===== config.mk =====
export PLATFORM = sky130hd
export DESIGN_NAME = fetch_prefetch_unit
export DESIGN_NICKNAME = d
export VERILOG_FILES = /design/src/rtl/fetch_prefetch_unit.sv
export SDC_FILE = /design/constraint.sdc
export NUM_CORES = 1
export LEC_CHECK = 0
export CAP_MARGIN = 5
export CORE_UTILIZATION = 55
export CTS_CLUSTER_SIZE = 12
export DETAILED_ROUTE_END_ITERATION = 10
export PLACE_DENSITY = 0.89
export SYNTH_ARGS = -nofsm -noshare
export SYNTH_HDL_FRONTEND = slang
export SYNTH_SLANG_ARGS = --single-unit

===== constraint.sdc =====
create_clock -name clk -period 8.8 [get_ports clk]
set_clock_uncertainty 0.1 [all_clocks]
set_input_delay 1.76 -clock clk [delete_from_list [all_inputs] [get_ports clk]]
set_output_delay 1.76 -clock clk [all_outputs]
set_load 0.005 [all_outputs]

===== src/rtl/fetch_prefetch_unit.sv =====
// fetch_prefetch_unit: request/ack instruction fetcher with a {pc,inst} prefetch FIFO.
module fetch_prefetch_unit #(
  parameter int          DEPTH    = 4,
  parameter logic [31:0] RESET_PC = 32'h0000_0000
) (
  input  logic        clk,
  input  logic        reset,
  output logic        mem_req,
  output logic [31:0] mem_addr,
  input  logic        mem_ack,
  input  logic [31:0] mem_rdata,
  output logic        inst_valid,
  output logic [31:0] inst,
  output logic [31:0] inst_pc,
  input  logic        inst_ready,
  input  logic        redirect,
  input  logic [31:0] redirect_pc,
  output logic        misalign_err
);
  localparam int AW = $clog2(DEPTH);
  localparam logic [AW:0] FULL = (AW+1)'(DEPTH);
  typedef enum logic {FETCH, DRAIN} state_t;
  state_t state, state_nxt;
  logic [31:0] fetch_pc, drain_addr;
  logic [31:0] pc_mem [DEPTH];
  logic [31:0] inst_mem [DEPTH];
  logic [AW-1:0] rd_ptr, wr_ptr;
  logic [AW:0] count;
  logic pending, ack, stall, push, pop;
  assign ack        = mem_req & mem_ack;
  assign stall      = mem_req & ~mem_ack;
  assign push       = ack & ~redirect & (state == FETCH);
  assign pop        = inst_valid & inst_ready;
  assign inst_valid = count != '0;
  assign inst       = inst_mem[rd_ptr];
  assign inst_pc    = pc_mem[rd_ptr];
  always_ff @(posedge clk)
    if (reset) state <= FETCH;
    else       state <= state_nxt;
  // A stalled request cannot be withdrawn, so a redirect during it waits out the stale ack.
  always_comb
    state_nxt = redirect ? (stall ? DRAIN : FETCH) : (state == DRAIN && ack) ? FETCH : state;
  always_comb begin
    mem_req  = ~reset & ((state == DRAIN) | pending | (count < FULL));
    mem_addr = (state == DRAIN) ? drain_addr : fetch_pc;
  end
  always_ff @(posedge clk) begin
    if (reset) begin
      fetch_pc     <= RESET_PC;
      drain_addr   <= RESET_PC;
      pending      <= 1'b0;
      rd_ptr       <= '0;
      wr_ptr       <= '0;
      count        <= '0;
      misalign_err <= 1'b0;
      for (int i = 0; i < DEPTH; i++) begin
        pc_mem[i]   <= '0;
        inst_mem[i] <= '0;
      end
    end else begin
      pending      <= stall;
      misalign_err <= misalign_err | (redirect & |redirect_pc[1:0]);
      if (redirect) begin
        fetch_pc   <= {redirect_pc[31:2], 2'b00};
        drain_addr <= mem_addr;
        rd_ptr     <= '0;
        wr_ptr     <= '0;
        count      <= '0;
      end else begin
        if (push) begin
          pc_mem[wr_ptr]   <= fetch_pc;
          inst_mem[wr_ptr] <= mem_rdata;
          wr_ptr           <= wr_ptr + 1'b1;
          fetch_pc         <= fetch_pc + 32'd4;
        end
        if (pop) rd_ptr <= rd_ptr + 1'b1;
        count <= count + (AW+1)'(push) - (AW+1)'(pop);
      end
    end
  end
endmodule


-- Word-level counts from Yosys, hierarchy flattened
Memories as Yosys holds them, arrays and structs flattened. A register that Yosys moved wholly into a read port is not among the register bits.
Cells that the tools add are included.
- memory bits (writable): 256
- memories: 2
- logic and storage cells: 61
- bits in registers: 74
- output and inout port bits: 99
- muxes and demuxes: 22
- order comparisons: 1
- bitwise gates (word level): 14
- $add $sub $neg: 5
- reductions and logical operators: 8
- memory list (memory ; depth ; width ; read ports ; clocked after Yosys merged registers in ; write ports ; line ; text):
    inst_mem ; 4 ; 32 ; 1 ; 1 ; 4 ; 26 ; logic [31:0] inst_mem [DEPTH];
    pc_mem ; 4 ; 32 ; 1 ; 1 ; 4 ; 25 ; logic [31:0] pc_mem [DEPTH];
- operator list (operator ; number):
    $mux 32 ; 5
    $reduce_or 32->1 ; 2
    $add 32x3->32 const B ; 1
    $mux 2 ; 6
    $mux 1 ; 11
    $and 1x1->1 ; 7
    $add 2x1->2 const B ; 2
    $not 1->1 ; 4
    $reduce_bool 2->1 ; 2
    $reduce_or 2->1 ; 2
    $add 3x1->3 ; 1
    $lt 3x3->1 const B ; 1
    $or 1x1->1 ; 3
    $reduce_bool 3->1 ; 1
    $sub 3x1->3 ; 1
    $logic_and 1x1->1 ; 1

-- Depth between registers and ports, before layout
Gate-level depths: netlist of run 1.
- depth in word-level cells: 12
- mapped depth: 12
- gate-level depth less buffers: 11

-- Least setup slack after synthesis of run 1
No wires, ideal clock.
- path kind: input port to flip-flop
- from: in reset
- to: mem inst_mem[2][0], enable pin
- cell stages on the path: 6
- path slack: 1266 ps
- arrival: 6867 ps
- buffers on the path: 1
- cells stage by stage: clkbuf_1 -> inv_1 -> nand2_2 -> nor2_4 -> inv_2 -> o21ai_0
- RTL lines (element ; line ; text):
    from (decl) ; 7 ; input logic reset,
    to (decl) ; 26 ;

==> flow_metrics.tcl, run 1 <==
set metrics [dict create \
    crit_required_ns 8.90 \
    instances_no_fill 1599 \
    clk_pin_slew_ns 0.06 \
    cts_buffer_depth 3 \
    initial_core_util_pct 56.01 \
    yosys-top-cells-area "edfxtp_1 53%, dfxtp_1 11%, mux4_2 9.9%, nor2_1 4.9%, nand2_1 3.9%" \
    seq_power_share_pct 54.7 \
    wl_um 32490 \
    synthCells 1127 \
    crit_arrival_ns 5.21 \
    dpl.hpwl_um 19760 \
    status "complete, no violations" \
    setup_viol 0 \
    port_buffers 165 \
    ys_seq_elements 322 \
    syn_area_per_cell_um2 12.51 \
    cp-end-kind "register" \
    r2r_cells 7 \
    maxCapViolCount 0 \
    synth-seq-area-share_pct 63.31 \
    rsz0062_at_grt "false" \
    cp_max_fo 54 \
    synth_common_cells "248 x edfxtp_1, 184 x nor2_1, 147 x nand2_1" \
    antenna_left 0 \
    internal_power_mw 2.494 \
    grt_pass1_wl_um 50330 \
    utilization_pct 66.88 \
    numCtsBuffers 31 \
    worstSetupStartpointType "input pin" \
    antenna_found_initial 0 \
    combPwrFrac_pct 8.7 \
    p_leak_nw 6.256 \
    power.total_mw 3.200 \
    max_freq_mhz 195.6 \
    cts_tree "yes" \
    nets 1329 \
    min_path_cells 2 \
    slew_violations 0 \
    dp_cells 1553 \
    synth_cell_types 43 \
    synth-edff-count 248 \
    core-area_mm2 0.02518 \
    yosysTopAreaCellShare_pct 52.80 \
    synth_flop_cell "edfxtp_1" \
    yosys.cell_count.top_type "edfxtp_1" \
    synth_warnings 0 \
    dieHeight_um 162.1 \
    cts_setup_buffers 0 \
    whs_ns 0.3469 \
    place_ws_ns 3.166 \
    grt_max_degree 72 \
    fin_crit_sh_pct 58.09 \
    relSlewSlack_pct 15.93 \
    fin_tns_setup_ns 0 \
    cts.repair.resized 0 \
    netSwitchingFraction_pct 22.05 \
    worst_slew_pin_slew_ns 1.260 \
    peakVddDrop_uv 161.3 \
    hold_class "reg2reg" \
    drt_iter0_markers 835 \
    hold_violations 0 \
    power_density_mw_per_mm2 190.0 \
    synth_area_mm2 0.01410 \
    drcViolationCount 0 \
    vias 9261 \
    overflow 0 \
    drt_first_pass_iters 6 \
    track_usage_pct 25.08 \
    clock_sinks 322 \
    num_io_pins 168 \
    wl_per_cell_um 20.32 \
    vias_per_cell 5.792 \
    power.switching_mw 0.7057 \
    yosysTopAreaCell "edfxtp_1" \
    hold_buffers 0 \
    drive_above_1_share_pct 13.08 \
    n_antenna_cell 0 \
    gp_congestion 0.8515 \
    clock_latency_ns 0.56 \
    ctsRootBufferMaster "clkbuf_16" \
    worst_slack_ns 3.688 \
    post_dp_cell_area_mm2 0.01598 \
    grt_pass1_vias 9239 \
    clkPwrFrac_pct 36.6 \
    htree_num_levels 1 \
    crit_type "in2reg" \
    synthArstFlopShare_pct 0 \
    design_area_mm2 0.01684 \
    period_needed_ns 5.112 \
    dieArea_mm2 0.02629 \
    rows 58 \
    die_x_um 162.1 \
    area_growth_pct 19.41 \
]
cell type report:
cell class,instances,area [µm²]
clock buffers,43,832.0
flip-flops and latches,322,8934
multi-input cells,654,4631
well taps,330,412.9
clock inverters,3,28.78
repair buffers,178,1744
fillers,1705,8341
inverters,69,259.0
final timing paths:
kind | start | end | slack [ns]
setup / recovery | redirect | pc_mem[3][6] | 3.69
hold / removal | misalign_err | misalign_err | 0.35
setup reg to reg | state | pc_mem[3][6] | 5.29
hold reg to reg | misalign_err | misalign_err | 0.35
worst max-delay path, cell delays in order:
cell and delay (ns):
clkdlybuf4s50_1 0.56, inv_2 0.73, nand2_2 0.32, nor2_4 0.20, inv_2 0.13, o21ai_4 0.87
buf_4 0.58
power groups by stage:
| stage | Sequential, mW | Combinational [mW] | Clock (mW) |
|---|---|---|---|
| global placement | 1.77 | 0.275 | 0 |
| finish | 1.75 | 0.279 | 1.17 |
| detailed placement | 1.78 | 0.279 | 0 |
| floorplan | 1.76 | 0.149 | 0 |
| global route | 1.76 | 0.299 | 1.24 |
| CTS | 1.75 | 0.281 | 1.19 |
cell families after synthesis:
family	after synthesis	synth area share (%)
compound gates	69	2.936
xor+xnor	33	2.049
fa+ha+maj	4	0.4081
buf+inv	152	4.294
flops	322	63.31
mux	93	12.37
other cells	1	0.02659
simple gates	453	14.61
placed cells by master, fill, tap and decap left out, types with 31 or more instances in the layout:
cell type / count
inv_1: 67
and2_1: 51
dfxtp_1: 72
nor2_1: 182
clkdlybuf4s50_1: 164
a21oi_1: 37
nand2_1: 147
mux4_2: 62
clkbuf_16: 31
edfxtp_1: 248
routing by layer:
metal / GRT usage, % / up-vias / routed length (µm)
li1: - / 4191 / -
met3: 3.192 / 50 / 2789
met4: 7.033 / 0 / 710
met2: 42.29 / 486 / 16340
met5: 0 / - / 0
met1: 34.41 / 4534 / 12640
registers in the layout (all words and copies together), names as in the netlist, named ones only:
| name | cells |
|---|---|
| misalign_err | 1 |
| state | 1 |
| pc_mem | 120 |
| wr_ptr | 2 |
| rd_ptr | 2 |
| pending | 1 |
| fetch_pc | 30 |
| inst_mem | 128 |
| count | 3 |
| drain_addr | 32 |
(Power assumes the default switching activity.)
==> inputs of run 2 (changes only) <==
Settings changed: CORE_UTILIZATION 55 to 51, PLACE_DENSITY 0.89 to 0.87.
Clock period 8.8 ns to 4.6 ns, I/O delays scaled along.
==> flow_metrics.tcl, run 2 (same netlist as run 1, synthesis figures left out) <==
set metrics [dict create \
    status "complete, no violations" \
    post_dp_cell_area_mm2 0.01607 \
    maxCapViolCount 0 \
    clk_pin_slew_ns 0.06 \
    antenna_left 0 \
    largest_reg_flops 128 \
    vias_per_cell 5.637 \
    area_growth_pct 21.27 \
    path_delay_family "buffers and inverters" \
    die_x_um 168.3 \
    worstSetupStartpointType "register" \
    period_needed_ns 3.711 \
    p_leak_nw 6.382 \
    drive_above_1_share_pct 13.85 \
    largestRegisters "inst_mem (128), pc_mem (120), drain_addr (32)" \
    drt_iter0_markers 947 \
    combPwrFrac_pct 8.3 \
    cts_tree "yes" \
    dieArea_mm2 0.02832 \
    num_io_pins 168 \
    worst_slew_pin_slew_ns 0.9274 \
    dieHeight_um 168.3 \
    drt_first_pass_iters 5 \
    rows 60 \
    worstPathCellList "buf_4, mux4_2, clkdlybuf4s50_1" \
    timing.rr.start "state" \
    nets 1341 \
    multi_input_area_mm2 0.004631 \
    mostFrequentLayoutCells "248 x edfxtp_1, 182 x nor2_1, 164 x clkdlybuf4s50_1" \
    seq_area_mm2 0.008934 \
    drcViolationCount 0 \
    relSlewSlack_pct 38.17 \
    timing.critical_path.buf_inv 2 \
    fin_tns_setup_ns 0 \
    place_ws_ns 0.9997 \
    cp_max_fo 27 \
    netSwitchingFraction_pct 21.65 \
    antenna_found_initial 0 \
    seq_power_share_pct 52.0 \
    hold_buffers 0 \
    final_common_cell "edfxtp_1" \
    slew_violations 0 \
    fillCellCount 1964 \
    track_usage_pct 23.01 \
    power.switching_mw 1.392 \
    power.total_mw 6.429 \
    clock_latency_ns 0.50 \
    wl_um 31960 \
    hold_start "drain_addr[31]" \
    port_buffers 165 \
    crit_type "reg2out" \
    core-area_mm2 0.02703 \
    dpl.hpwl_um 19010 \
    grt_pass1_wl_um 50240 \
    wl_per_cell_um 19.57 \
    fin_crit_sh_pct 80.68 \
    grt_max_degree 71 \
    internal_power_mw 5.037 \
    peakVddDrop_uv 246.5 \
    clkPwrFrac_pct 39.7 \
    crit_arrival_ns 2.69 \
    cts_buffer_depth 3 \
    grt_pass1_vias 9321 \
    cts_setup_buffers 0 \
    overflow 0 \
    crit_slowest_cell "dfxtp_4" \
    clock_sinks 322 \
    design_area_mm2 0.01710 \
    hold_class "reg2reg" \
    n_antenna_cell 0 \
    vias 9205 \
    crit_required_ns 3.58 \
    initial_core_util_pct 52.19 \
    top_register "inst_mem" \
    cts.repair.resized 0 \
    numCtsBuffers 35 \
    slowest_delay_ns 0.69 \
    gp_congestion 0.8388 \
    cp-end-kind "primary output" \
    rsz0062_at_grt "false" \
    htree_num_levels 2 \
    power_density_mw_per_mm2 375.9 \
    ctsRootBufferMaster "clkbuf_16" \
    worst_slack_ns 0.8888 \
    max_freq_mhz 269.5 \
    hold_violations 0 \
    setup_viol 0 \
]
[run 2: cell types whose count changed in the layout (fill, tap and decap cells not counted), sizes merged]
cell,delta
clkinv,+4
buf,+8
clkbuf,+12
inv,-1
[run 2: path summary, 6_finish.rpt]
kind         cells after the start              to  slack [ns]
max reg2reg                     11        count[2]        1.66
max                              3        inst[17]        0.89
min reg2reg                      2  drain_addr[31]        0.35
min                              2  drain_addr[31]        0.35
[run 2: area by class of cell]
cell class	instances	share of cell area, %
Clock buffer	55	5.925
Timing Repair Buffer	186	10.62
Multi-Input combinational cell	654	27.07
Clock inverter	6	0.1390
Tap cell	341	2.495
Inverter	69	1.514
Sequential cell	322	52.23
[run 2: power by group through the flow]
stage,Sequential [mW],Combinational [mW],Clock (mW)
floorplan,3.36,0.286,0
global placement,3.39,0.529,0
detailed placement,3.40,0.536,0
CTS,3.34,0.542,2.59
global route,3.36,0.578,2.71
finish,3.34,0.536,2.55
[run 2: through the flow]
| stage | utilization (%) | hold slack (ns) | cells |
|---|---|---|---|
| floorplan | - | 0.3329 | 1128 |
| global placement | 59.45 | 0.3344 | 1572 |
| detailed placement | 59.45 | 0.3361 | 1572 |
| CTS | 63.29 | 0.3512 | 1633 |
| global route | 63.29 | 0.3639 | 1633 |
| finish | 63.29 | 0.3515 | 1633 |
[run 2: worst reg2reg max path: cells and delay by family (launching register included)]
family                     cells  cell delay [ns]
DFF                            1             0.78
adders and majority gates      3             0.74
xor gates and xnor gates       2             0.34
buffers and inverters          2             0.24
and+or+nand+nor                4             0.62
[run 2: layer usage]
layer	up-vias	share of wire, %	GRT usage (%)
met4	0	1.6	5.613
met3	42	8.0	3.526
met5	-	0	0
met1	4530	41	31.15
li1	4220	-	-
met2	413	49	39.13
